===== src/rtl/msu_port.sv =====
`timescale 1ns/1ps
// msu_port: CPU-mapped audio control port with optional data prefetch path.
// Define MSU_PORT_DATA_EN to build the prefetch FIFO, fetch FSM and data port.
module msu_port #(
  parameter logic [15:0] BASE_ADDR  = 16'h2000,
  parameter int          FIFO_DEPTH = 8,
  parameter int          ADDR_W     = 32,
  parameter logic [2:0]  REVISION   = 3'd2
) (
  input  logic              CLK,
  input  logic              RST_N,
  input  logic              ENABLE,
  input  logic              RD_N,
  input  logic              WR_N,
  input  logic [23:0]       ADDR,
  input  logic [7:0]        DIN,
  output logic [7:0]        DOUT,
  output logic [15:0]       track_out,
  output logic              track_req,
  input  logic              track_mounting,
  input  logic              track_missing_in,
  output logic              trig_play,
  output logic              trig_pause,
  output logic              repeat_out,
  output logic [7:0]        volume_out,
  input  logic              playing_in,
  output logic              fetch_req,
  output logic [ADDR_W-1:0] fetch_addr,
  input  logic              fetch_ack,
  input  logic [7:0]        fetch_data
);

  logic        rd_n_q, wr_n_q, mount_q, miss_in_q, play_in_q;
  logic [15:0] off_full;
  logic [2:0]  off;
  logic        hit, wr_stb, rd_stb, rd_rise;
  logic        mount_fall, miss_rise, play_fall;
  logic [7:0]  head, rdata, dout_d, dout_q;
  logic        dbusy, fifo_empty;
  logic        unused_addr;

  // Banks 00-3F and 80-BF both have ADDR[22]=0.
  assign off_full = ADDR[15:0] - BASE_ADDR;
  assign off      = off_full[2:0];
  assign hit      = ENABLE && !ADDR[22] && (off_full < 16'd8);
  assign wr_stb   = hit && wr_n_q && !WR_N;
  assign rd_stb   = hit && rd_n_q && !RD_N;
  assign rd_rise  = !rd_n_q && RD_N;
  assign unused_addr = ^{ADDR[23], ADDR[21:16]};

  assign mount_fall = mount_q && !track_mounting;
  assign miss_rise  = !miss_in_q && track_missing_in;
  assign play_fall  = play_in_q && !playing_in;

  logic [7:0]  track_lsb_q, track_lsb_d, volume_q, volume_d;
  logic [15:0] track_q, track_d;
  logic        repeat_q, repeat_d, playing_q, playing_d, missing_q, missing_d;
  logic        abusy_q, abusy_d;
  logic        track_req_q, track_req_d, trig_play_q, trig_play_d, trig_pause_q, trig_pause_d;

  always_comb begin
    track_lsb_d  = track_lsb_q;
    track_d      = track_q;
    volume_d     = volume_q;
    repeat_d     = repeat_q;
    playing_d    = playing_q;
    missing_d    = missing_q;
    abusy_d      = abusy_q;
    track_req_d  = 1'b0;
    trig_play_d  = 1'b0;
    trig_pause_d = 1'b0;
    if (mount_fall) begin
      abusy_d   = 1'b0;
      missing_d = track_missing_in;
    end
    if (miss_rise) begin
      missing_d = 1'b1;
      abusy_d   = 1'b0;
    end
    if (play_fall && playing_q && !repeat_q) playing_d = 1'b0;
    if (wr_stb) begin
      case (off)
        3'd4: track_lsb_d = DIN;
        3'd5: begin
          track_d     = {DIN, track_lsb_q};
          track_req_d = 1'b1;
          abusy_d     = 1'b1;
          missing_d   = 1'b0;
          playing_d   = 1'b0;
        end
        3'd6: volume_d = DIN;
        3'd7: if (!abusy_q) begin
          repeat_d = DIN[1];
          if (track_q != 16'd0 && !missing_q) begin
            playing_d    = DIN[0];
            trig_play_d  = DIN[0];
            trig_pause_d = !DIN[0];
          end
        end
        default: ;
      endcase
    end
  end

  always_comb begin
    rdata = 8'h00;
    case (off)
      3'd0: rdata = {dbusy, abusy_q, repeat_q, playing_q, missing_q, REVISION};
      3'd1: rdata = fifo_empty ? 8'h00 : head;
      3'd2: rdata = 8'h53;
      3'd3: rdata = 8'h2D;
      3'd4: rdata = 8'h4D;
      3'd5: rdata = 8'h53;
      3'd6: rdata = 8'h55;
      3'd7: rdata = 8'h31;
      default: rdata = 8'h00;
    endcase
    dout_d = rd_stb ? rdata : dout_q;
  end

  always_ff @(posedge CLK or negedge RST_N) begin
    if (!RST_N) begin
      rd_n_q       <= 1'b1;
      wr_n_q       <= 1'b1;
      mount_q      <= 1'b1;
      miss_in_q    <= 1'b0;
      play_in_q    <= 1'b0;
      dout_q       <= 8'h00;
      track_lsb_q  <= 8'h00;
      track_q      <= 16'h0000;
      volume_q     <= 8'h00;
      repeat_q     <= 1'b0;
      playing_q    <= 1'b0;
      missing_q    <= 1'b0;
      abusy_q      <= 1'b0;
      track_req_q  <= 1'b0;
      trig_play_q  <= 1'b0;
      trig_pause_q <= 1'b0;
    end else begin
      rd_n_q       <= RD_N;
      wr_n_q       <= WR_N;
      mount_q      <= track_mounting;
      miss_in_q    <= track_missing_in;
      play_in_q    <= playing_in;
      dout_q       <= dout_d;
      track_lsb_q  <= track_lsb_d;
      track_q      <= track_d;
      volume_q     <= volume_d;
      repeat_q     <= repeat_d;
      playing_q    <= playing_d;
      missing_q    <= missing_d;
      abusy_q      <= abusy_d;
      track_req_q  <= track_req_d;
      trig_play_q  <= trig_play_d;
      trig_pause_q <= trig_pause_d;
    end
  end

  assign DOUT       = dout_q;
  assign track_out  = track_q;
  assign track_req  = track_req_q;
  assign trig_play  = trig_play_q;
  assign trig_pause = trig_pause_q;
  assign repeat_out = repeat_q;
  assign volume_out = volume_q;

`ifdef MSU_PORT_DATA_EN
  localparam int PW = (FIFO_DEPTH > 1) ? $clog2(FIFO_DEPTH) : 1;
  typedef enum logic [1:0] {S_IDLE, S_REQ, S_DISCARD} fsm_t;

  fsm_t              state_q, state_d;
  logic [7:0]        mem_q [FIFO_DEPTH];
  logic [PW-1:0]     rptr_q, wptr_q;
  logic [PW:0]       cnt_q;
  logic [ADDR_W-1:0] next_addr_q, next_addr_d, req_addr_q, req_addr_d;
  logic [23:0]       seek_q;
  logic              dbusy_q, pop_pend_q;
  logic              seek, full, push, pop;

  assign seek       = wr_stb && (off == 3'd3);
  assign fifo_empty = (cnt_q == '0);
  assign full       = (cnt_q == (PW+1)'(FIFO_DEPTH));
  // A flush in the same cycle as an ack wins: the acked byte is dropped.
  assign push       = (state_q == S_REQ) && fetch_ack && !seek && !full;
  assign pop        = rd_rise && pop_pend_q && !fifo_empty;
  assign head       = mem_q[rptr_q];
  assign dbusy      = dbusy_q;
  assign fetch_req  = (state_q != S_IDLE);
  assign fetch_addr = req_addr_q;

  always_comb begin
    state_d     = state_q;
    next_addr_d = next_addr_q;
    req_addr_d  = req_addr_q;
    case (state_q)
      S_IDLE: if (!seek && !full) begin
        state_d    = S_REQ;
        req_addr_d = next_addr_q;
      end
      S_REQ: begin
        if (seek)           state_d = fetch_ack ? S_IDLE : S_DISCARD;
        else if (fetch_ack) state_d = S_IDLE;
      end
      S_DISCARD: if (fetch_ack) state_d = S_IDLE;
      default: state_d = S_IDLE;
    endcase
    if (seek)      next_addr_d = ADDR_W'({DIN, seek_q});
    else if (push) next_addr_d = next_addr_q + ADDR_W'(1);
  end

  always_ff @(posedge CLK or negedge RST_N) begin
    if (!RST_N) begin
      state_q     <= S_IDLE;
      next_addr_q <= '0;
      req_addr_q  <= '0;
      seek_q      <= '0;
      dbusy_q     <= 1'b0;
      pop_pend_q  <= 1'b0;
      rptr_q      <= '0;
      wptr_q      <= '0;
      cnt_q       <= '0;
      for (int i = 0; i < FIFO_DEPTH; i++) mem_q[i] <= 8'h00;
    end else begin
      state_q     <= state_d;
      next_addr_q <= next_addr_d;
      req_addr_q  <= req_addr_d;
      if (wr_stb) begin
        case (off)
          3'd0: seek_q[7:0]   <= DIN;
          3'd1: seek_q[15:8]  <= DIN;
          3'd2: seek_q[23:16] <= DIN;
          default: ;
        endcase
      end
      if (seek) begin
        rptr_q     <= '0;
        wptr_q     <= '0;
        cnt_q      <= '0;
        pop_pend_q <= 1'b0;
        dbusy_q    <= 1'b1;
      end else begin
        if (push) begin
          mem_q[wptr_q] <= fetch_data;
          wptr_q        <= wptr_q + PW'(1);
        end
        if (pop) rptr_q <= rptr_q + PW'(1);
        if (push && !pop)      cnt_q <= cnt_q + (PW+1)'(1);
        else if (pop && !push) cnt_q <= cnt_q - (PW+1)'(1);
        // Busy until data lands, whether after a flush or an empty read.
        if (push)                                        dbusy_q <= 1'b0;
        else if (rd_stb && off == 3'd1 && fifo_empty)    dbusy_q <= 1'b1;
        if (rd_stb)       pop_pend_q <= (off == 3'd1) && !fifo_empty;
        else if (rd_rise) pop_pend_q <= 1'b0;
      end
    end
  end
`else
  logic unused_data;
  assign fifo_empty  = 1'b1;
  assign head        = 8'h00;
  assign dbusy       = 1'b0;
  assign fetch_req   = 1'b0;
  assign fetch_addr  = '0;
  assign unused_data = ^{fetch_ack, fetch_data, rd_rise};
`endif

endmodule


===== config.mk =====
export PLATFORM = sky130hd
export DESIGN_NAME = msu_port
export DESIGN_NICKNAME = d
export VERILOG_FILES = /design/src/rtl/msu_port.sv
export SDC_FILE = /design/constraint.sdc
export NUM_CORES = 1
export LEC_CHECK = 0
export ABC_AREA = 1
export BUFFER_PORTS_ARGS = -buffer_cell sky130_fd_sc_hd__buf_2
export CORE_AREA = 2 2 90 92
export CTS_CLUSTER_SIZE = 28
export DETAILED_ROUTE_END_ITERATION = 8
export DIE_AREA = 0 0 92 94
export PLACE_DENSITY = 0.6
export SYNTH_ARGS = -nofsm -noshare
export SYNTH_HDL_FRONTEND = slang
export SYNTH_SLANG_ARGS = --single-unit
export TNS_END_PERCENT = 50

===== constraint.sdc =====
create_clock -name CLK -period 2.32 [get_ports CLK]
set_input_delay 0.464 -clock CLK [delete_from_list [all_inputs] [get_ports CLK]]
set_output_delay 0.464 -clock CLK [all_outputs]
set_load 0.005 [all_outputs]

==> flow_summary.json, run 1 <==
{
  "cts.sinks": 51,
  "clkLatencyLatePin_ns": 0.31,
  "fin_total_pwr_mw": 1.64,
  "ff2ff_setup_slack_ns": 0.69,
  "drc_errors": 0,
  "area_growth_pct": 17.4,
  "overflow": 0,
  "vias": 2021,
  "ant_nets": 0,
  "worstSetupStartpointType": "input port",
  "setup_viol": 0,
  "syn_inst": 315,
  "htree_levels": 2,
  "crit_arrival_ns": 2.03,
  "ys_seq_elements": 51,
  "ir_drop_uv": 241,
  "fin_tns_setup_ns": 0,
  "dpl_cell_area_sq_um": 2880,
  "reg2regPathDepth": 8,
  "dr.pass1.iters": 6,
  "syn_area_per_cell_sq_um": 8.10,
  "row_count": 32,
  "drv_slew": 0,
  "rsz0062_at_grt": "false",
  "endpoint_kind": "flop",
  "cts_resized": 0,
  "clkTransAtPathRegs_ns": 0.09,
  "globalplace.congestion": 0.770,
  "die_x_um": 92,
  "p_per_area_nw_per_um2": 547,
  "drtIter0Drc": 71,
  "final_core_util": 0.393,
  "numPortBuffers": 67,
  "cp.required_ns": 2.57,
  "status": "finished clean",
  "grt_pass1_vias": 1921,
  "hold_path.class": "input port to async pin",
  "pin_count": 118,
  "syn_area_sq_um": 2550,
  "crit_type": "input port to flop",
  "fillers": 832,
  "initial_core_util": 0.335,
  "grt_antenna_before_repair": 0,
  "hold_buffers": 0,
  "coreArea_sq_um": 7610,
  "antenna_cells": 0,
  "die_y_um": 94,
  "fin_area_sq_um": 2990,
  "period_minus_slack_ns": 1.78,
  "grt.total_usage": 0.128,
  "drv_cap": 0,
  "drt-total-wl_mm": 5.27,
  "ys_warn_count": 0,
  "cts_made_buffers": 5,
  "root_buffer": "clkbuf_8",
  "crit_fanout": 16,
  "hpwl_mm": 4.07,
  "grt_pass1_wl_mm": 8.80,
  "via_per_inst": 4.12,
  "hold_violations": 0,
  "cts_tree": "built",
  "ys_seq_area_frac": 0.502,
  "final_layout_size_suffix_gt1_frac": 0.247,
  "p_leak_nw": 1.79,
  "finalCritPeriodShare": 0.765,
  "dieArea_sq_um": 8650,
  "fmax_mhz": 563,
  "final.setup_skew_ns": 0.00709,
  "num-nets-final": 438,
  "yosysUniqueCellTypes": 24,
  "grt_max_degree": 20,
  "cts_setup_buffers": 0,
  "cts_max_path_buffers": 2,
  "routedWlPerCell_um": 10.7
}
==> cells in the final DEF, fill, tap and decap left out, types with 2 or more instances in the layout <==
master    synthesis  final
buf_4            35      7
nand3_1          22     22
conb_1            1     34
nor2_2            4      4
nor2_1           31     31
a21oi_1           2      2
nand2_2           2      2
dfstp_2           3      3
o21ai_0          14     14
buf_2             3     67
nand4_1           3      3
nand2_1         106    106
clkbuf_8          0      5
inv_1            29     29
dfrtp_1          48     48
==> final timing paths <==
kind                                 from       endpoint
setup / recovery                 ADDR[13]  track_out[11]
hold / removal                      RST_N        DOUT[5]
setup reg to reg                   wr_n_q  track_out[11]
hold reg to reg            track_lsb_q[0]   track_out[0]
max in group asynchronous           RST_N      miss_in_q
min in group CLK                     RD_N         rd_n_q
==> where the power goes <==
| part | switching (mW) | internal, mW | leakage [nW] |
|---|---|---|---|
| Clock | 0.300 | 0.325 | 0.0548 |
| Sequential | 0.00273 | 0.897 | 0.669 |
| Combinational | 0.0767 | 0.0364 | 1.07 |
==> routing by layer <==
metal,share of wire,vias up,track usage
met2,0.46,66,0.211
met1,0.48,908,0.163
met3,0.049,4,0.0305
li1,-,1043,-
met5,0,-,0
met4,0.012,0,0.0498
==> final cells by class <==
| class | count | area [sq um] | share of cell area |
|---|---|---|---|
| inverter | 30 | 113 | 0.0376 |
| sequential | 51 | 1280 | 0.428 |
| multi-input combinational | 226 | 970 | 0.324 |
| clock buffer | 5 | 68.8 | 0.0230 |
| timing repair buffer | 74 | 388 | 0.130 |
| tap | 102 | 128 | 0.0426 |
| clock inverter | 3 | 46.3 | 0.0155 |
==> cells in the mapped netlist <==
library cell  count  area, sq um
and2_1            1         6.26
nor2_4            1         11.3
ha_1              1         12.5
inv_1            29          109
a211o_1           1         8.76
conb_1            1         3.75
dfstp_2           3         78.8
nor2_2            4         25.0
buf_2             3         15.0
inv_2             1         3.75
nor2_1           31          116
nor3_4            1         16.3
a21oi_1           2         10.0
nand2_2           2         12.5
nand3_1          22          110
o21ai_0          14         70.1
nand2_4           1         11.3
buf_6             3         33.8
buf_4            35          263
nor3_1            1         5.00
nand4_1           3         18.8
dfrtp_1          48         1200
nand2_1         106          398
nand3_2           1         10.0
==> registers in the layout (all words and copies together), names as in the netlist <==
name	flops
track_out	16
track_lsb_q	8
volume_out	8
DOUT	7
abusy_q	1
miss_in_q	1
missing_q	1
mount_q	1
play_in_q	1
playing_q	1
rd_n_q	1
repeat_out	1
track_req	1
trig_pause	1
trig_play	1
wr_n_q	1
==> per-stage QoR <==
step,instances,hold WS (ns),worst slack [ns]
finish,491,0.0569,0.544
global route,491,0.0790,0.358
CTS,491,0.0678,0.527
detailed placement,483,0.407,0.194
global placement,483,0.402,0.228
floorplan,348,0.168,0.491
==> worst max-delay path: stages <==
cell and delay [ns]:
buf_2 0.08, inv_1 0.05, ha_1 0.27, nand2_1 0.05, inv_1 0.04, nand2_1 0.05
nor2_2 0.11, nand3_2 0.14, nor2_4 0.21, nand2_4 0.14, inv_2 0.26, nand2_1 0.09
nand2_1 0.07
==> cells by family (layout without fill, tap and decap cells) <==
kind of cell               Yosys count  count (layout)  share of synthesized area
DFF                                 51              51                      0.502
buffers and inverters               71             112                      0.166
other                                1              34                    0.00147
adders and majority gates            1               1                    0.00491
AOI/OAI and AO/OA                   17              17                     0.0348
and+or+nand+nor                    174             174                      0.290
No activity file was read; power rests on OpenSTA's default activity.
==> run 2, diff against run 1 <==
==> config.mk (replaced) <==
export PLATFORM = sky130hd
export DESIGN_NAME = msu_port
export DESIGN_NICKNAME = d
export VERILOG_FILES = /design/src/rtl/msu_port.sv
export SDC_FILE = /design/constraint.sdc
export NUM_CORES = 1
export LEC_CHECK = 0
export ABC_AREA = 0
export BUFFER_PORTS_ARGS = -buffer_cell sky130_fd_sc_hd__buf_2
export CORE_AREA = 2 2 89 91
export CTS_CLUSTER_SIZE = 28
export DETAILED_ROUTE_END_ITERATION = 8
export DIE_AREA = 0 0 91 93
export PLACE_DENSITY = 0.63
export SYNTH_ARGS = -nofsm -noshare
export SYNTH_HDL_FRONTEND = slang
export SYNTH_SLANG_ARGS = --single-unit
export TNS_END_PERCENT = 50
==> constraint.sdc (replaced) <==
create_clock -name CLK -period 1.5 [get_ports CLK]
set_input_delay 0.3 -clock CLK [delete_from_list [all_inputs] [get_ports CLK]]
set_output_delay 0.3 -clock CLK [all_outputs]
set_load 0.005 [all_outputs]
==> run 2 against run 1 <==
  * The flow now finishes with violations (setup timing)
  * Sequential share of layout area decreased by 5.1 points
  * Total power increased by 57%
  * Synthesized cell count is 40% lower
  * Synthesized area fell by 1.8%
  * Clock power is 55% higher
  * Worst hold slack gained 0.028 ns
  * Count of clock-buffer cells in the layout stayed put
  * Via count shrank 17%
  * Die area down 2.1%
  * Critical endpoint is now track_out[13]
==> flow_summary.json, run 2 <==
{
  "grt_pass1_wl_mm": 8.06,
  "ys_warn_count": 0,
  "grt.total_usage": 0.122,
  "final_cell_mix": "67 x buf_2, 48 x dfrtp_1, 34 x conb_1, 33 x buf_4, 32 x mux2_4",
  "reg2regPathDepth": 7,
  "ir_drop_uv": 434,
  "routedWlPerCell_um": 13.6,
  "syn_area_per_cell_sq_um": 13.3,
  "synth_xor_area_frac": 0.00350,
  "clkLatencyLatePin_ns": 0.31,
  "synth_adder_area_share": 0.00500,
  "hp-start": "RD_N",
  "fillers": 716,
  "ant_nets": 0,
  "synth.top_cell.area_share": 0.480,
  "crit_type": "flop to flop",
  "ys_seq_elements": 51,
  "final.setup.worst_slack_ns": -0.289,
  "drc_errors": 0,
  "initial_core_util": 0.333,
  "yosysUniqueCellTypes": 37,
  "ff2ff_setup_slack_ns": -0.29,
  "drt-total-wl_mm": 5.42,
  "row_count": 32,
  "cp_num_buf_inv": 3,
  "fin_tns_setup_ns": -10.18,
  "startpoint": "wr_n_q",
  "worstReg2RegEnd": "track_out[13]",
  "cts.sinks": 51,
  "via_per_inst": 4.19,
  "cts_made_buffers": 5,
  "htree_levels": 2,
  "root_buffer": "clkbuf_8",
  "ys_top_cells_by_count": "48 x dfrtp_1, 34 x buf_4, 24 x mux2_2",
  "vias": 1673,
  "synth-simple-area-share": 0.116,
  "synth_top_family_by_area": "multiplexers",
  "worstSetupStartpointType": "flop",
  "antenna_cells": 0,
  "synthMostInstantiatedCell": "dfrtp_1",
  "hold_path.class": "input port to flop",
  "p_sw_mw": 0.597,
  "synthTopCellsByArea": "dfrtp_1 48%, mux2_2 11%, buf_4 10%",
  "status": "finished with violations",
  "num-nets-final": 346,
  "crit_slowest_cell": "dfstp_2",
  "grt_most_used_layer": "met2",
  "finalHoldWorstSlack_ns": 0.0846,
  "cp_cell_sequence": "and3b_2, nand2_4, buf_6, nor4_4, buf_4, buf_8, mux2_4",
  "die_y_um": 93,
  "hold_violations": 0,
  "final.setup_skew_ns": 0.0105,
  "synth.largest_area_cell": "dfrtp_1",
  "coreArea_sq_um": 7530,
  "cts_max_path_buffers": 2,
  "period_minus_slack_ns": 1.79,
  "fin_area_sq_um": 3400,
  "dr.pass1.iters": 4,
  "largest_reg_flops": 16,
  "grt_use_met1": 0.151,
  "grt_pass1_vias": 1643,
  "grt_max_degree": 33,
  "cts_tree": "built",
  "globalplace.congestion": 0.748,
  "syn_area_sq_um": 2500,
  "min_to": "rd_n_q",
  "final_core_util": 0.451,
  "setup_viol": 46,
  "async_flop_share": 1.00,
  "swShare": 0.232,
  "pin_count": 118,
  "fmax_mhz": 559,
  "cp_top_family": "flip-flops",
  "grt_use_met3": 0.0363,
  "syn_inst": 188,
  "drv_slew": 0,
  "synth_compound_area_frac": 0.0305,
  "dieArea_sq_um": 8460,
  "dp_worst_setup_slack_ns": -0.557,
  "combPwrFrac": 0.082,
  "ys_seq_area_frac": 0.511,
  "yosys_most_used_dff": "dfrtp_1",
  "p_leak_nw": 1.84,
  "hpwl_mm": 4.12,
  "drtIter0Drc": 46,
  "rsz0062_at_grt": "true",
  "final_layout_size_suffix_gt1_frac": 0.599,
  "numPortBuffers": 67,
  "worstReg2RegStart": "wr_n_q",
  "die_x_um": 91,
  "cpPeakStageDelay_ns": 0.53,
  "crit_arrival_ns": 1.99,
  "grt_antenna_before_repair": 0,
  "crit_fanout": 9,
  "seq_power_share": 0.541,
  "cp.required_ns": 1.70,
  "p_per_area_nw_per_um2": 757,
  "violations": "setup timing",
  "area_growth_pct": 35.6,
  "clkTransAtPathRegs_ns": 0.10,
  "final_common_cell": "buf_2",
  "synth_mux_area_frac": 0.206,
  "finalCritPeriodShare": 1.19,
  "hold_depth": 1,
  "p_clk_frac": 0.377,
  "drv_cap": 0,
  "grtUsageMet2": 0.206,
  "p_int_mw": 1.97,
  "dpl_cell_area_sq_um": 3110,
  "endpoint_kind": "flop",
  "synth_edf_count": 0,
  "overflow": 0
}
run 2: how the worst max path moves through the flow:
stage | to | slack (ns) | depth (start not counted)
final | track_out[13] | -0.29 | 7
after global routing | track_out[13] | -0.33 | 7
after CTS | track_out[1] | -0.28 | 6
after detailed placement | track_lsb_q[7] | -0.56 | 6
after global placement | track_lsb_q[5] | -0.51 | 8
after floorplan | track_out[10] | -0.49 | 5
run 2: repair_timing:
action                                  4_1_cts  5_1_grt
endpoints found under the setup margin       45       46
hold endpoints to repair                     16        0
gates cloned                                  0        1
pin swaps                                     3        2
hold buffers                                  1        0
setup buffers                                 0        4
resized for setup                            12       22
run 2: worst register-to-register path, cell delays in order (launching register included):
cell and delay [ns]:
dfstp_2 0.53, and3b_2 0.21, nand2_4 0.06, buf_6 0.12, nor4_4 0.12, buf_4 0.18
buf_8 0.15, mux2_4 0.30
run 2: power by group through the flow:
stage	Sequential (mW)	Combinational, mW	Clock [mW]
2_1_floorplan	1.42	0.141	0
6_report	1.39	0.210	0.970
3_3_place_gp	1.42	0.202	0
4_1_cts	1.39	0.209	0.995
3_5_place_dp	1.42	0.205	0
5_1_grt	1.39	0.236	1.05
run 2: stage by stage:
step | cells | power [mW]
global route | 399 | 2.68
detailed placement | 386 | 1.62
global placement | 386 | 1.62
floorplan | 221 | 1.56
CTS | 395 | 2.59
finish | 399 | 2.57
run 2: cell families after synthesis:
logic type / Yosys count
AO/OA/AOI/OAI: 11
AND/OR/NAND/NOR: 36
flip-flops: 51
buffers and inverters: 46
XOR/XNOR: 1
multiplexers: 41
adder cells (fa/ha/maj): 1
other: 1
run 2: cell type report:
cell class	instances	area [sq um]	area share
clock inverter	3	46.3	0.0136
inverter	7	28.8	0.00847
multi-input combinational	124	1170	0.345
timing repair buffer	107	673	0.198
tap	102	128	0.0376
sequential	51	1280	0.377
clock buffer	5	68.8	0.0203
run 2: per-layer routing:
layer | share of wire | vias up
met1 | 0.44 | 807
met5 | 0 | -
met4 | 0.011 | 0
met3 | 0.050 | 5
met2 | 0.49 | 50
li1 | - | 811
